## src/rtl/mem_read_control.sv

```systemverilog
// Capture-buffer readout: once capture completes, streams one header word per trigger followed
// by that trigger's samples, using a 2-entry output queue sized for a 1-cycle memory read latency.
module mem_read_control #(
  parameter int unsigned ADDR_W  = 16,
  parameter int unsigned DATA_W  = 16,
  parameter logic [7:0]  HDR_TAG = 8'hE0
) (
  input  logic              clk,
  input  logic              rst,
  input  logic              start,
  input  logic [7:0]        nwrite,
  input  logic [7:0]        ntrigger,
  output logic              rd_en,
  output logic [ADDR_W-1:0] rd_addr,
  input  logic [DATA_W-1:0] rd_data,
  output logic [DATA_W-1:0] out_data,
  output logic              out_valid,
  input  logic              out_ready,
  output logic              out_last,
  output logic              busy,
  output logic              done
);

  typedef enum logic [2:0] {StIdle, StHdr, StRd, StDrain, StFin} state_e;

  state_e            state_q, state_d;
  logic              start_prev_q, start_prev_d;
  logic [7:0]        nwrite_q, nwrite_d;
  logic [7:0]        ntrigger_q, ntrigger_d;
  logic [7:0]        evt_q, evt_d;
  logic [7:0]        smp_q, smp_d;
  logic [ADDR_W-1:0] rd_addr_q, rd_addr_d;
  logic              inflight_q, inflight_d;
  logic              last_inflight_q, last_inflight_d;

  // Output queue entries are {last, data}.
  logic [DATA_W:0]   q_mem_q [2];
  logic [DATA_W:0]   q_mem_d [2];
  logic              wr_ptr_q, wr_ptr_d;
  logic              rd_ptr_q, rd_ptr_d;
  logic [1:0]        count_q, count_d;

  logic              pop;
  logic              push;
  logic              hdr_push;
  logic              rd_issue;
  logic              credit;
  logic              smp_last;
  logic [2:0]        occ;
  logic [8:0]        evt_next;
  logic [DATA_W-1:0] hdr_word;
  logic [DATA_W:0]   push_word;

  assign pop      = (count_q != 2'd0) && out_ready;
  // Occupancy seen by the next push: after this cycle's pop, plus any read landing now.
  assign occ      = {1'b0, count_q} - {2'b0, pop} + {2'b0, inflight_q};
  assign credit   = occ < 3'd2;
  assign smp_last = smp_q == (nwrite_q - 8'd1);
  assign evt_next = {1'b0, evt_q} + 9'd1;
  assign hdr_word = DATA_W'({HDR_TAG, evt_q});

  always_comb begin
    state_d         = state_q;
    start_prev_d    = start;
    nwrite_d        = nwrite_q;
    ntrigger_d      = ntrigger_q;
    evt_d           = evt_q;
    smp_d           = smp_q;
    rd_addr_d       = rd_addr_q;
    last_inflight_d = 1'b0;
    rd_issue        = 1'b0;
    hdr_push        = 1'b0;

    unique case (state_q)
      StIdle: begin
        if (start && !start_prev_q) begin
          nwrite_d   = nwrite;
          ntrigger_d = ntrigger;
          evt_d      = 8'd0;
          smp_d      = 8'd0;
          rd_addr_d  = '0;
          state_d    = (nwrite == 8'd0 || ntrigger == 8'd0) ? StFin : StHdr;
        end
      end
      StHdr: begin
        // The header waits out a landing sample so only one push happens per cycle.
        if (credit && !inflight_q) begin
          hdr_push = 1'b1;
          state_d  = StRd;
        end
      end
      StRd: begin
        if (credit && !rst) begin
          rd_issue  = 1'b1;
          rd_addr_d = rd_addr_q + ADDR_W'(1);
          if (smp_last) begin
            last_inflight_d = 1'b1;
            smp_d           = 8'd0;
            evt_d           = evt_next[7:0];
            state_d         = (evt_next < {1'b0, ntrigger_q}) ? StHdr : StDrain;
          end else begin
            smp_d = smp_q + 8'd1;
          end
        end
      end
      StDrain: begin
        if (count_q == 2'd0 && !inflight_q) state_d = StFin;
      end
      StFin: begin
        state_d = StFin;
      end
      default: state_d = StIdle;
    endcase
  end

  assign inflight_d = rd_issue;

  always_comb begin
    push      = hdr_push || inflight_q;
    push_word = inflight_q ? {last_inflight_q, rd_data} : {1'b0, hdr_word};
    q_mem_d   = q_mem_q;
    if (push) q_mem_d[wr_ptr_q] = push_word;
    wr_ptr_d = wr_ptr_q ^ push;
    rd_ptr_d = rd_ptr_q ^ pop;
    count_d  = count_q + {1'b0, push} - {1'b0, pop};
  end

  always_ff @(posedge clk) begin
    if (rst) begin
      state_q         <= StIdle;
      start_prev_q    <= 1'b1;
      nwrite_q        <= 8'd0;
      ntrigger_q      <= 8'd0;
      evt_q           <= 8'd0;
      smp_q           <= 8'd0;
      rd_addr_q       <= '0;
      inflight_q      <= 1'b0;
      last_inflight_q <= 1'b0;
      q_mem_q[0]      <= '0;
      q_mem_q[1]      <= '0;
      wr_ptr_q        <= 1'b0;
      rd_ptr_q        <= 1'b0;
      count_q         <= 2'd0;
    end else begin
      state_q         <= state_d;
      start_prev_q    <= start_prev_d;
      nwrite_q        <= nwrite_d;
      ntrigger_q      <= ntrigger_d;
      evt_q           <= evt_d;
      smp_q           <= smp_d;
      rd_addr_q       <= rd_addr_d;
      inflight_q      <= inflight_d;
      last_inflight_q <= last_inflight_d;
      q_mem_q         <= q_mem_d;
      wr_ptr_q        <= wr_ptr_d;
      rd_ptr_q        <= rd_ptr_d;
      count_q         <= count_d;
    end
  end

  assign rd_en                = rd_issue;
  assign rd_addr              = rd_addr_q;
  assign out_valid            = count_q != 2'd0;
  assign {out_last, out_data} = q_mem_q[rd_ptr_q];
  assign busy                 = (state_q == StHdr) || (state_q == StRd) || (state_q == StDrain);
  assign done                 = state_q == StFin;

endmodule
```

## config.mk

```make
export PLATFORM = sky130hd
export DESIGN_NAME = mem_read_control
export DESIGN_NICKNAME = d
export VERILOG_FILES = /design/src/rtl/mem_read_control.sv
export SDC_FILE = /design/constraint.sdc
export NUM_CORES = 1
export LEC_CHECK = 0
export BUFFER_PORTS_ARGS = -buffer_cell sky130_fd_sc_hd__buf_2
export CORE_MARGIN = 2
export CORE_UTILIZATION = 57
export DETAILED_ROUTE_END_ITERATION = 10
export HOLD_SLACK_MARGIN = 0.06
export PLACE_DENSITY_LB_ADDON = 0.2
export SYNTH_ARGS = -nofsm -noshare
export SYNTH_HDL_FRONTEND = slang
export SYNTH_SLANG_ARGS = --single-unit
```

## constraint.sdc

```tcl
create_clock -name clk -period 4.3 [get_ports clk]
set_input_delay 0.645 -clock clk [delete_from_list [all_inputs] [get_ports clk]]
set_output_delay 0.645 -clock clk [all_outputs]
set_load 0.005 [all_outputs]
```

== Word level (Yosys, flattened, before mapping) ==
Index checks and enable logic that the tools add are counted.

* Register bits after elaboration: 92
* Output and inout bits: 37
* Word-level logic and storage cells: 97

* Add/sub/neg operators: 8
* Magnitude comparators: 5
* Eq/ne operators: 10
* Multiplexer cells: 30
* Bitwise gates (word level): 6
* Reductions and logical operators: 24

{| class="wikitable"
|+ Operator list
! cell !! number
|-
| $mux W17 || 5
|-
| $mux W8 || 5
|-
| $bwmux W34 || 1
|-
| $mux W16 || 2
|-
| $pmux W16 S2 || 1
|-
| $pmux W8 S2 || 2
|-
| $mux W3 || 6
|-
| $demux W17 S1 || 1
|-
| $add A16 B1 Y16 const B || 1
|-
| $logic_not A8 Y1 || 2
|-
| $pmux W3 S5 || 1
|-
| $ne A2 B2 Y1 const B || 5
|-
| $add A8 B1 Y9 const B || 1
|-
| $lt A9 B8 Y1 || 1
|-
| $add A8 B1 Y8 const B || 1
|-
| $eq A8 B8 Y1 || 1
|-
| $sub A8 B1 Y8 const B || 1
|-
| $eq A3 B2 Y1 const B || 2
|-
| $logic_and A1 B1 Y1 || 6
|-
| $mux W1 || 5
|-
| $reduce_and A5 Y1 || 1
|-
| $ge A2 B2 Y1 const B || 2
|-
| $logic_or A1 B1 Y1 || 4
|-
| $not A1 Y2 || 2
|-
| other kinds (19) || 24
|}

== Longest topological paths before layout ==
* Depth in word-level cells: 11
* Gate-level depth with buffers: 15
* Gate-level depth less buffers: 15

== Least setup slack after synthesis ==
OpenSTA, ideal clock, no wires.

* Path kind: register -> register
* From: register count_q[1]
* To: register q_mem_q[18] (netlist name)
* Arrival: 3.186 ns
* Data required time: 4.163 ns
* Slack: 0.977 ns
* Stages on the path, launching flop included: 13
* Path buffers: 2
* Clock period less this slack: 3.323 ns
* Path through: dfxtp_1 -> or2_2 -> and2_1 -> ha_1 -> nand2b_1 -> fa_1 -> xnor2_1 -> nand2_1 -> o31ai_1 -> ha_1 -> clkbuf_1 -> buf_1 -> a211oi_1

* Word-level cells in the longest chain between the ends: 9

{| class="wikitable"
|+ RTL lines
! item !! line !! RTL
|-
| from (decl) || 41 || <nowiki>logic [1:0] count_q, count_d;</nowiki>
|-
| from (signal assigned) || 157 || <nowiki>count_q <= count_d;</nowiki>
|-
| $reduce_bool A2 Y1 || - ||
|-
| net out_valid || 17 || <nowiki>output logic out_valid,</nowiki>
|-
| $logic_and A1 B1 Y1 || 54 || <nowiki>assign pop = (count_q != 2'd0) && out_ready;</nowiki>
|-
| $sub A2 B1 Y3 || 56 || <nowiki>assign occ = {1'b0, count_q} - {2'b0, pop} + {2'b0, inflight_q};</nowiki>
|-
| $add A3 B1 Y3 || 56 ||
|-
| $lt A3 B2 Y1 || 57 || <nowiki>assign credit = occ < 3'd2;</nowiki>
|-
| $logic_and A1 B1 Y1 || 87 || <nowiki>if (credit && !inflight_q) begin</nowiki>
|-
| $mux W1 || 87 ||
|-
| $mux W1 || 74 || <nowiki>unique case (state_q)</nowiki>
|-
| $logic_or A1 B1 Y1 || 119 || <nowiki>push = hdr_push || inflight_q;</nowiki>
|-
| to (signal assigned) || 154 || <nowiki>q_mem_q <= q_mem_d;</nowiki>
|-
| to (decl) || 37 || <nowiki>logic [DATA_W:0] q_mem_q [2];</nowiki>
|}

The timed path passes the listed nets, and every way through them passes these cells.
A chain may end at the register's enable or synchronous reset.

== Final worst setup path ==
* From: register count_q[1]
* To: register evt_q[4]

* Word-level cells in the longest chain between the ends: 8

{| class="wikitable"
|+ RTL lines
! item !! line !! RTL
|-
| $reduce_bool A2 Y1 || 54 ||
|-
| $logic_and A1 B1 Y1 || 54 ||
|-
| $sub A2 B1 Y3 (*) || 56 ||
|-
| $add A3 B1 Y3 (*) || 56 ||
|-
| $lt A3 B2 Y1 (*) || 57 ||
|-
| $logic_and A1 B1 Y1 (*) || 93 || <nowiki>if (credit && !rst) begin</nowiki>
|-
| $ne A2 B2 Y1 (no source line) (*) || - ||
|-
| $reduce_and A4 Y1 (no source line) (*) || - ||
|-
| to (signal assigned) || 149 || <nowiki>evt_q <= evt_d;</nowiki>
|-
| to (decl) || 30 || <nowiki>logic [7:0] evt_q, evt_d;</nowiki>
|}

Every way passes the cells marked *; elsewhere a longest branch is shown, timed or not.

==> results.sh <==
export IMPL_status="finished clean"
export IMPL_criticalPathCategory="reg -> reg"
export IMPL_r2r_slack_ns=0.80
export IMPL_clkTransAtPathRegs_ns=0.09
export IMPL_yosys_warnings=0
export IMPL_clock_sinks=92
export IMPL_fin_ws_ns=0.798
export IMPL_drc_errors=0
export IMPL_syn_area_um2=4610
export IMPL_nets=649
export IMPL_netlist_area_leader_share=0.399
export IMPL_synth_seq_cells=92
export IMPL_rr_startpoint="count_q[1]"
export IMPL_drt_pass1_iter_count=5
export IMPL_r2r_end="evt_q[4]"
export IMPL_cts_path_max_buffers=2
export IMPL_synth_ff_type="dfxtp_1"
export IMPL_area_growth_syn_to_layout_pct=12.8
export IMPL_avgViaCountPerCell=5.44
export IMPL_pre_cts_ws_ns=0.762
export IMPL_end_kind="register"
export IMPL_ios=73
export IMPL_ctsHoldBuffers=0
export IMPL_setup_violations=0
export IMPL_antenna_found_initial=0
export IMPL_worstPathRequired_ns=4.51
export IMPL_syn_inst=537
export IMPL_core_area_um2=7770
export IMPL_ys_top_cells_by_area="dfxtp_1, nor2_1, xnor2_1, ha_1, nand2_1"
export IMPL_insertion_delay_ns=0.36
export IMPL_rsz0062_at_grt="false"
export IMPL_ys_seq_area_frac=0.399
export IMPL_final_antenna_net_count=0
export IMPL_crit_path_frequent_cell="and2_1"
export IMPL_slew_viol_final=0
export IMPL_die_w_um=94.0
export IMPL_h_tree_depth=3
export IMPL_cts_tree="built"
export IMPL_grt_pass1_vias=3561
export IMPL_fmax_mhz=286
export IMPL_cts_resized=0
export IMPL_cts_made_buffers=9
export IMPL_max_slew_margin=0.413
export IMPL_dpl_hpwl_um=6850
export IMPL_drt_iter0_drc=122
export IMPL_path_max_fanout=16
export IMPL_hp_class="reg -> reg"
export IMPL_drive_above_1_share=0.211
export IMPL_critical_path_cell_chain="or2_2, and2_1, ha_1, nand2b_1, fa_1, xnor2_1, nand4b_1, buf_4, and2_1, o31ai_4, o2bb2ai_1"
export IMPL_cpPeakStageDelay_ns=0.69
export IMPL_holdPathStages=2
export IMPL_critPathArrivalTime_ns=3.71
export IMPL_period_needed_ns=3.50
export IMPL_hold_ws_ns=0.458
export IMPL_overflow=0
export IMPL_dieArea_um2=8830
export IMPL_fin_crit_sh=0.814
export IMPL_numPortBuffers=72
export IMPL_maxCapViolations=0
export IMPL_startpoint_type="register"
export IMPL_synth_top_area_cell="dfxtp_1"
export IMPL_antenna_diode_count=0
export IMPL_cp_slowest_cell="o31ai_4"
export IMPL_avgSynthCellArea_um2=8.59
export IMPL_yosysMostFrequentCell="dfxtp_1"
export IMPL_async_reset_ff_frac=0
export IMPL_peakVddDrop_mv=0.223
export IMPL_track_usage=0.225
export IMPL_grt_pass1_wl_um=16200
export IMPL_worst_pin_slew_ns=0.879
export IMPL_synth_edf_count=0
export IMPL_start_util=0.594
export IMPL_p_leak_nw=2.05
export IMPL_fin_skew_ns=0.0156
export IMPL_wirelength_um=9700
export IMPL_total_power_mw=2.11
export IMPL_r2r_cells=11
export IMPL_critPathBufInv=1
export IMPL_routed_via_count=3822
export IMPL_fillerInstances=665
export IMPL_critPathTopFamily="simple AND/OR/NAND/NOR gates"
export IMPL_place_congestion=0.868
export IMPL_die_y_um=94.0
export IMPL_grt_start_max_net_pins=64
export IMPL_post_cts_setup_buffer_count=0
export IMPL_holdCritStartpoint="ntrigger_q[4]"
export IMPL_synth_cell_types=61
export IMPL_finalSetupTns_ns=0
export IMPL_hold_violations=0
export IMPL_ctsRootBufferMaster="clkbuf_8"
export IMPL_hold_end="ntrigger_q[4]"
export IMPL_std_cell_rows=32
export IMPL_power_density_nw_per_um2=405
export IMPL_wl_per_cell_um=13.8
export IMPL_syn_nets=590
export IMPL_synth_commonest_cells="dfxtp_1, nor2_1, nand2_1"
==> cell usage in the layout, fill, tap and decap left out, types with 2 or more instances in the layout <==
| cell type | n |
|---|---|
| a2111o_1 | 3 |
| a211oi_1 | 24 |
| a21oi_1 | 38 |
| and2_1 | 3 |
| and3_1 | 7 |
| buf_2 | 72 |
| buf_4 | 7 |
| clkbuf_8 | 11 |
| clkinvlp_4 | 2 |
| dfxtp_1 | 92 |
| ha_1 | 16 |
| inv_1 | 33 |
| mux2_2 | 17 |
| mux2i_1 | 8 |
| nand2_1 | 52 |
| nand2b_1 | 16 |
| nand3_1 | 24 |
| nand4_1 | 9 |
| nand4b_1 | 2 |
| nor2_1 | 65 |
| nor3_1 | 10 |
| nor4_1 | 2 |
| o211a_1 | 2 |
| o21ai_0 | 8 |
| o21ai_1 | 2 |
| o2bb2ai_1 | 2 |
| or2_2 | 2 |
| or4_1 | 2 |
| xnor2_1 | 24 |
| xor2_1 | 13 |
==> flip-flops by register name (all words and copies together) (netlist names), 2 cells and up <==
name        cells
state_q         3
count_q         2
rd_addr        16
smp_q           8
ntrigger_q      8
q_mem_q        34
nwrite_q        8
evt_q           8
==> routing by layer <==
metal  share of wire  track usage
met1            0.46        0.290
met2            0.48        0.379
met3           0.043       0.0514
met4           0.010       0.0592
met5               0            0
==> final cells by class <==
type | count | area [µm²] | area share
sequential | 92 | 1840 | 0.354
inverter | 33 | 124 | 0.0238
tap | 102 | 128 | 0.0245
timing repair buffer | 79 | 413 | 0.0793
multi-input combinational | 381 | 2510 | 0.483
clock buffer | 12 | 155 | 0.0298
clock inverter | 4 | 32.5 | 0.00625
==> power by group <==
part / total (mW) / internal, mW / switching (mW)
clock: 0.545 / 0.245 / 0.300
sequential: 1.02 / 0.936 / 0.0822
combinational: 0.544 / 0.261 / 0.283
total: 2.11 / 1.44 / 0.665
==> worst max-delay path by stage <==
stage | to | from | cells past startpoint | slack (ns)
finish | evt_q[4] | count_q[1] | 11 | 0.80
floorplan | q_mem_q[18] | count_q[1] | 12 | 0.98
global placement | count_q[1] | out_ready | 15 | 0.87
global route | count_q[1] | count_q[1] | 15 | 0.44
CTS | evt_q[4] | count_q[1] | 11 | 0.78
detailed placement | count_q[1] | out_ready | 15 | 0.76
==> worst min-delay path: cells and delay by family (launching register included) <==
kind | cells | cell delay, ns
DFF | 1 | 0.32
and+or+nand+nor | 1 | 0.05
AOI/OAI and AO/OA | 1 | 0.05
==> stage by stage <==
step | instance area [µm²] | instances | utilization
final | 5210 | 703 | 0.670
after global routing | 5210 | 703 | 0.670
after CTS | 5210 | 703 | 0.670
after detailed placement | 5020 | 687 | 0.646
after global placement | 5020 | 687 | 0.646
after floorplan | 4610 | 537 | -
==> logic make-up (layout without fill, tap and decap cells) <==
logic type / count (synthesis) / after routing / share of synthesized area
flip-flops: 92 / 92 / 0.399
adder cells (fa/ha/maj): 17 / 17 / 0.0477
XOR/XNOR: 38 / 38 / 0.0751
AO/OA/AOI/OAI: 95 / 95 / 0.143
multiplexers: 26 / 26 / 0.0618
AND/OR/NAND/NOR: 205 / 205 / 0.217
buffers and inverters: 64 / 128 / 0.0564
Note: power is estimated with default switching activity, not from simulation.
